`src/rtl/rot_scan_pkg.sv`:
```
// Shared definitions for the rotator scan controller: FSM state encoding and
// default parameter values used by rot_scan_ctrl and settle_timer.
package rot_scan_pkg;

    typedef enum logic [2:0] {
        ST_IDLE   = 3'd0,
        ST_STEP   = 3'd1,
        ST_SETTLE = 3'd2,
        ST_MEAS   = 3'd3,
        ST_DONE   = 3'd4
    } scan_state_t;

    localparam int DEF_N_CH       = 4;
    localparam int DEF_N_STEPS    = 360;
    localparam int DEF_STEP_W     = 10;
    localparam int DEF_SETTLE_CYC = 50;

endpackage

```
`src/rtl/rot_scan_settle_timer.sv`:
```
// settle_timer: loadable down-counter that holds o_expire high during the last
// cycle of a CYCLES-long wait started by i_load.
module settle_timer
    import rot_scan_pkg::*;
#(
    parameter int CYCLES = DEF_SETTLE_CYC
) (
    input  logic i_clk,
    input  logic i_rst,
    input  logic i_clear,
    input  logic i_load,
    output logic o_expire
);

    localparam int CNT_W = $clog2(CYCLES + 1);

    logic [CNT_W-1:0] r_cnt;
    logic             r_busy;

    // Loading CYCLES-1 makes the expire cycle the CYCLES-th cycle after the load.
    always_ff @(posedge i_clk or posedge i_rst) begin
        if (i_rst) begin
            r_cnt  <= '0;
            r_busy <= 1'b0;
        end else if (i_clear) begin
            r_cnt  <= '0;
            r_busy <= 1'b0;
        end else if (i_load) begin
            r_cnt  <= CNT_W'(CYCLES - 1);
            r_busy <= 1'b1;
        end else if (r_busy) begin
            if (r_cnt == '0) begin
                r_busy <= 1'b0;
            end else begin
                r_cnt <= r_cnt - CNT_W'(1);
            end
        end
    end

    assign o_expire = r_busy && (r_cnt == '0);

endmodule

```
`src/rtl/rot_scan_ctrl.sv`:
```
// rot_scan_ctrl: steps an antenna rotator through a sweep and, at each angle,
// cycles the RF switch over all channels with settle + ADC handshake.
// Optional continuous sweeping is enabled by defining ROT_SCAN_CONT_EN.
module rot_scan_ctrl
    import rot_scan_pkg::*;
#(
    parameter int N_CH       = DEF_N_CH,
    parameter int N_STEPS    = DEF_N_STEPS,
    parameter int STEP_W     = DEF_STEP_W,
    parameter int SETTLE_CYC = DEF_SETTLE_CYC
) (
    input  logic              fpga_clk,
    input  logic              rst,
    input  logic              stp_tick,
    input  logic              sys_init_ctrl,
    input  logic              trg_ctrl,
    input  logic              adc_ack,
`ifdef ROT_SCAN_CONT_EN
    input  logic              cont,
`endif
    output logic              rot_en,
    output logic              adc_req,
    output logic [N_CH-1:0]   rf_sw,
    output logic [STEP_W-1:0] rot_count,
    output logic              wrk_stat,
    output logic              done
);

    localparam int                CH_W         = $clog2(N_CH);
    localparam logic [CH_W-1:0]   L_CH_LAST    = CH_W'(N_CH - 1);
    localparam logic [STEP_W-1:0] L_STEP_LAST  = STEP_W'(N_STEPS - 1);
    localparam logic [STEP_W:0]   L_STEPS_FULL = (STEP_W + 1)'(N_STEPS);

    scan_state_t       r_state;
    logic [STEP_W-1:0] r_rot_count;
    logic [STEP_W:0]   r_steps;
    logic [CH_W-1:0]   r_ch;
    logic [N_CH-1:0]   r_rf_sw;
    logic              r_rot_en;
    logic              r_adc_req;
    logic              r_wrk_stat;
    logic              r_done;

    logic              w_cont;
    logic              w_expire;
    logic              w_step_take;
    logic              w_ack_take;
    logic              w_ch_last;
    logic              w_timer_load;
    logic [CH_W-1:0]   w_ch_inc;
    logic [N_CH-1:0]   w_sel_inc;
    logic [STEP_W-1:0] w_rot_next;

`ifdef ROT_SCAN_CONT_EN
    assign w_cont = cont;
`else
    assign w_cont = 1'b0;
`endif

    assign w_step_take = (r_state == ST_STEP) && stp_tick;
    assign w_ack_take  = (r_state == ST_MEAS) && adc_ack;
    assign w_ch_last   = (r_ch == L_CH_LAST);
    assign w_ch_inc    = r_ch + CH_W'(1);
    assign w_rot_next  = (r_rot_count == L_STEP_LAST) ? '0 : r_rot_count + STEP_W'(1);

    // The timer must load on the same edge that enters SETTLE, so the load is
    // decoded from the transition conditions rather than from the new state.
    assign w_timer_load = !sys_init_ctrl && (w_step_take || (w_ack_take && !w_ch_last));

    // One-hot image of the next channel, registered into rf_sw on the channel advance.
    genvar gi;
    generate
        for (gi = 0; gi < N_CH; gi++) begin : g_sel
            assign w_sel_inc[gi] = (w_ch_inc == CH_W'(gi));
        end
    endgenerate

    settle_timer #(
        .CYCLES (SETTLE_CYC)
    ) u_settle_timer (
        .i_clk    (fpga_clk),
        .i_rst    (rst),
        .i_clear  (sys_init_ctrl),
        .i_load   (w_timer_load),
        .o_expire (w_expire)
    );

    always_ff @(posedge fpga_clk or posedge rst) begin
        if (rst) begin
            r_state     <= ST_IDLE;
            r_rot_count <= '0;
            r_steps     <= '0;
            r_ch        <= '0;
            r_rf_sw     <= N_CH'(1);
            r_rot_en    <= 1'b0;
            r_adc_req   <= 1'b0;
            r_wrk_stat  <= 1'b0;
            r_done      <= 1'b0;
        end else if (sys_init_ctrl) begin
            r_state     <= ST_IDLE;
            r_rot_count <= '0;
            r_steps     <= '0;
            r_ch        <= '0;
            r_rf_sw     <= N_CH'(1);
            r_rot_en    <= 1'b0;
            r_adc_req   <= 1'b0;
            r_wrk_stat  <= 1'b0;
            r_done      <= 1'b0;
        end else begin
            r_done <= 1'b0;
            case (r_state)
                ST_IDLE: begin
                    if (trg_ctrl) begin
                        r_state    <= ST_STEP;
                        r_steps    <= '0;
                        r_rot_en   <= 1'b1;
                        r_wrk_stat <= 1'b1;
                    end
                end
                ST_STEP: begin
                    if (stp_tick) begin
                        r_state     <= ST_SETTLE;
                        r_rot_count <= w_rot_next;
                        r_steps     <= r_steps + (STEP_W + 1)'(1);
                        r_ch        <= '0;
                        r_rf_sw     <= N_CH'(1);
                        r_rot_en    <= 1'b0;
                    end
                end
                ST_SETTLE: begin
                    if (w_expire) begin
                        r_state   <= ST_MEAS;
                        r_adc_req <= 1'b1;
                    end
                end
                ST_MEAS: begin
                    if (adc_ack) begin
                        r_adc_req <= 1'b0;
                        if (!w_ch_last) begin
                            r_state <= ST_SETTLE;
                            r_ch    <= w_ch_inc;
                            r_rf_sw <= w_sel_inc;
                        end else begin
                            // Back to channel 0 so IDLE and STEP always present rf_sw = 1.
                            r_ch    <= '0;
                            r_rf_sw <= N_CH'(1);
                            if (r_steps == L_STEPS_FULL) begin
                                r_state <= ST_DONE;
                                r_done  <= 1'b1;
                            end else begin
                                r_state  <= ST_STEP;
                                r_rot_en <= 1'b1;
                            end
                        end
                    end
                end
                ST_DONE: begin
                    if (w_cont) begin
                        r_state  <= ST_STEP;
                        r_steps  <= '0;
                        r_rot_en <= 1'b1;
                    end else begin
                        r_state    <= ST_IDLE;
                        r_wrk_stat <= 1'b0;
                    end
                end
                default: begin
                    r_state    <= ST_IDLE;
                    r_rot_en   <= 1'b0;
                    r_adc_req  <= 1'b0;
                    r_wrk_stat <= 1'b0;
                end
            endcase
        end
    end

    assign rot_en    = r_rot_en;
    assign adc_req   = r_adc_req;
    assign rf_sw     = r_rf_sw;
    assign rot_count = r_rot_count;
    assign wrk_stat  = r_wrk_stat;
    assign done      = r_done;

endmodule

```
`config.mk`:
```
export PLATFORM = sky130hd
export DESIGN_NAME = rot_scan_ctrl
export DESIGN_NICKNAME = d
export VERILOG_FILES = /design/src/rtl/rot_scan_pkg.sv /design/src/rtl/rot_scan_settle_timer.sv /design/src/rtl/rot_scan_ctrl.sv
export SDC_FILE = /design/constraint.sdc
export NUM_CORES = 1
export LEC_CHECK = 0
export BUFFER_PORTS_ARGS = -buffer_cell sky130_fd_sc_hd__buf_2
export CAP_MARGIN = 20
export CORE_MARGIN = 1
export CORE_UTILIZATION = 45
export DETAILED_ROUTE_END_ITERATION = 7
export GPL_TIMING_DRIVEN = 1
export HOLD_SLACK_MARGIN = 0.03
export PLACE_DENSITY = 0.63
export SYNTH_ARGS = -nofsm -noshare
export SYNTH_HDL_FRONTEND = slang
export SYNTH_SLANG_ARGS = --single-unit
```
`constraint.sdc`:
```
create_clock -name fpga_clk -period 3.7 [get_ports fpga_clk]
set_input_delay 0.555 -clock fpga_clk [delete_from_list [all_inputs] [get_ports fpga_clk]]
set_output_delay 0.555 -clock fpga_clk [all_outputs]
set_load 0.005 [all_outputs]
```
==> metrics.txt <==
Tmin final between 2 and 2.5 ns; Routed Antenna Nets 0; Yosys cell types 61; I/O Buffers 23; multi-input logic area about 1300 um^2; main flop type after synthesis dfrtp_1; Yosys warning total 0; diode count 0; most frequent cells in the layout 40 x dfrtp_1, 24 x nand2_1, 23 x buf_2; filler cell count roughly 490; clock sink count a little over 40; vias in the first global route between 1500 and 2000; total number of vias between 1500 and 2000; die width roughly 75 um; htree depth 2; CORE AREA slightly above 5000 um^2; PwrDens roughly 370 nW/um^2; Synth Net Count between 200 and 300; synthesized area around 2400 um^2; average size of a mapped cell approximately 9.3 um^2; Required @ worst endpoint slightly below 4 ns; GPL Wtd Cong approximately 0.85; Inserted Clock Buffers 5; I/O pin cnt 24; Slew HR 0.363; switching part of the total power 0.262; clk slew on worst S/H paths approximately 0.090 ns; status finished, final reports clean; Post-synth EDFFs 0; final-report hold violation count 0; worst slack, placed 1.50 ns; FF/Latch Area just over 1000 um^2; Rows 26; routed vias/inst 5.70; Vert. Die Dim 74.9 um; Comb pwr share 0.125; post_cts resized 0; share of layout cells above drive strength 1 0.161; final worst setup slack around 1.5 ns; dpl hpwl about 3700 um; internal power roughly 730 uW; P_sw between 200 and 300 uW; worst slew pin tran between 0.9 and 1 ns; Hold Buf Count CTS 0; P_leak 0.00121 uW; 1st-pass router iterations 5; die area roughly 5600 um^2; wire per inst 14.7 um; Starting Density 0.468; max frequency between 400 and 500 MHz; Max clock buf depth 2; Clk network pwr share 0.387; DR DRC count 0; fin crit share 0.606; FF+latch count, synth 41; area grow syn2layout 12.9%; HP Class in -> async; Finish-stage setup viols 0; largest net degree at the start of global routing 25; Overflow after GRT 0; Worst Setup Path Type reg -> reg; Post-synth ARST share 1.00; Seq pwr share 0.488; total global-route track usage 0.202; Setup crit start kind register; Max Slew Vio Count 0; clock latency on the worst-skew pair about 0.30 ns; Crit Path Max Fanout 16; buffers inserted by post-CTS timing repair 0; sequential area share after synthesis 0.430; clock root cell clkbuf_8; # nets final around 300; Post-Route WL ~5100 um; Max VDD drop roughly 170 uV; CTS tree yes; max_cap viols 0; RSZ-0062 raised after global routing false; initial antenna violation count 0; commonest non-fill, non-tap cell in the layout dfrtp_1; setup_tns 0 ns; Pwr Total 987 uW; Critical Path Sink Type register; DRT iter0 DRCs 88; Worst Clk Skew around 0.011 ns; cells after synthesis roughly 260; worst path arrival time around 2.5 ns; global-route wire length before repair 8530 um
per-layer routing:
metal	vias up	GRT usage	share of wire
li1	978	-	-
met1	952	0.286	0.49
met2	48	0.301	0.44
met3	13	0.0402	0.040
met4	0	0.0839	0.023
met5	-	0	0
logic make-up after synthesis:
family / count (synthesis) / synth area share
adders and majority gates: 9 / 0.0471
DFF: 41 / 0.430
xor gates and xnor gates: 6 / 0.0220
muxes: 5 / 0.0225
and+or+nand+nor: 98 / 0.232
AOI/OAI and AO/OA: 71 / 0.201
buffers and inverters: 26 / 0.0461
cell type report:
cell class	count	area share
multi-input combinational	189	0.464
sequential	41	0.381
timing repair buffer	26	0.0585
tap	70	0.0325
clock buffer	7	0.0320
inverter	15	0.0209
clock inverter	1	0.0111
synth_stat cells (2+ instances only):
cell type,n,area [um^2]
nor2_1,17,63.8
a41oi_1,3,26.3
mux2_2,2,22.5
nand2_1,24,90.1
or3_1,7,43.8
o31ai_1,5,37.5
nand4bb_1,3,33.8
inv_1,13,48.8
a21boi_1,2,15.0
and3_1,5,31.3
o2111ai_1,2,17.5
nand3_1,8,40.0
xor2_1,5,43.8
a21oi_1,13,65.1
nor4_1,3,18.8
nor3_1,4,20.0
ha_1,9,113
o21ai_0,3,15.0
o21ai_1,18,90.1
clkbuf_1,6,22.5
buf_2,4,20.0
and2_1,10,62.6
mux2i_1,2,20.0
a31oi_1,6,37.5
o311ai_1,2,17.5
a22oi_1,2,15.0
nor2b_1,3,18.8
and4_1,3,26.3
dfrtp_1,40,1000
registers in the layout, indices dropped and copies added (netlist names):
signal,flops
u_settle_timer.r_cnt,6
r_state,3
wrk_stat,1
r_ch,2
adc_req,1
rot_en,1
rot_count,10
done,1
rf_sw,4
u_settle_timer.r_busy,1
r_steps,11
power by group through the flow:
stage,Clock [uW],Combinational (uW),Sequential [uW]
after CTS,394,125,481
after floorplan,0,94.8,481
after global routing,411,139,485
final,382,123,482
after global placement,0,120,490
after detailed placement,0,124,490
final timing paths:
kind                             from                       to  slack (ns)  cells after the start
max                        r_state[0]               r_steps[6]        1.46                      4
min                               rst  u_settle_timer.r_cnt[4]        0.23                      2
max reg2reg                r_state[0]               r_steps[6]        1.46                      4
min reg2reg                  rf_sw[0]                 rf_sw[0]        0.46                      2
max in group asynchronous         rst                 rf_sw[0]        2.75                      4
min in group fpga_clk        rf_sw[0]                 rf_sw[0]        0.46                      2
through the flow:
step	std cells	hold slack, ns	cell area [um^2]	util
after floorplan	256	0.451	2390	-
after global placement	340	0.450	2550	0.500
after detailed placement	341	0.452	2580	0.505
after CTS	349	0.228	2700	0.528
after global routing	349	0.233	2700	0.528
final	349	0.226	2700	0.528
worst max-delay path, stage by stage, from the launching register on:
cell and delay (ns):
dfrtp_1 0.64, mux2_2 0.43, a31oi_1 0.73, o21ai_0 0.20, a21oi_1 0.16
Note: power is estimated with default switching activity, not from simulation.
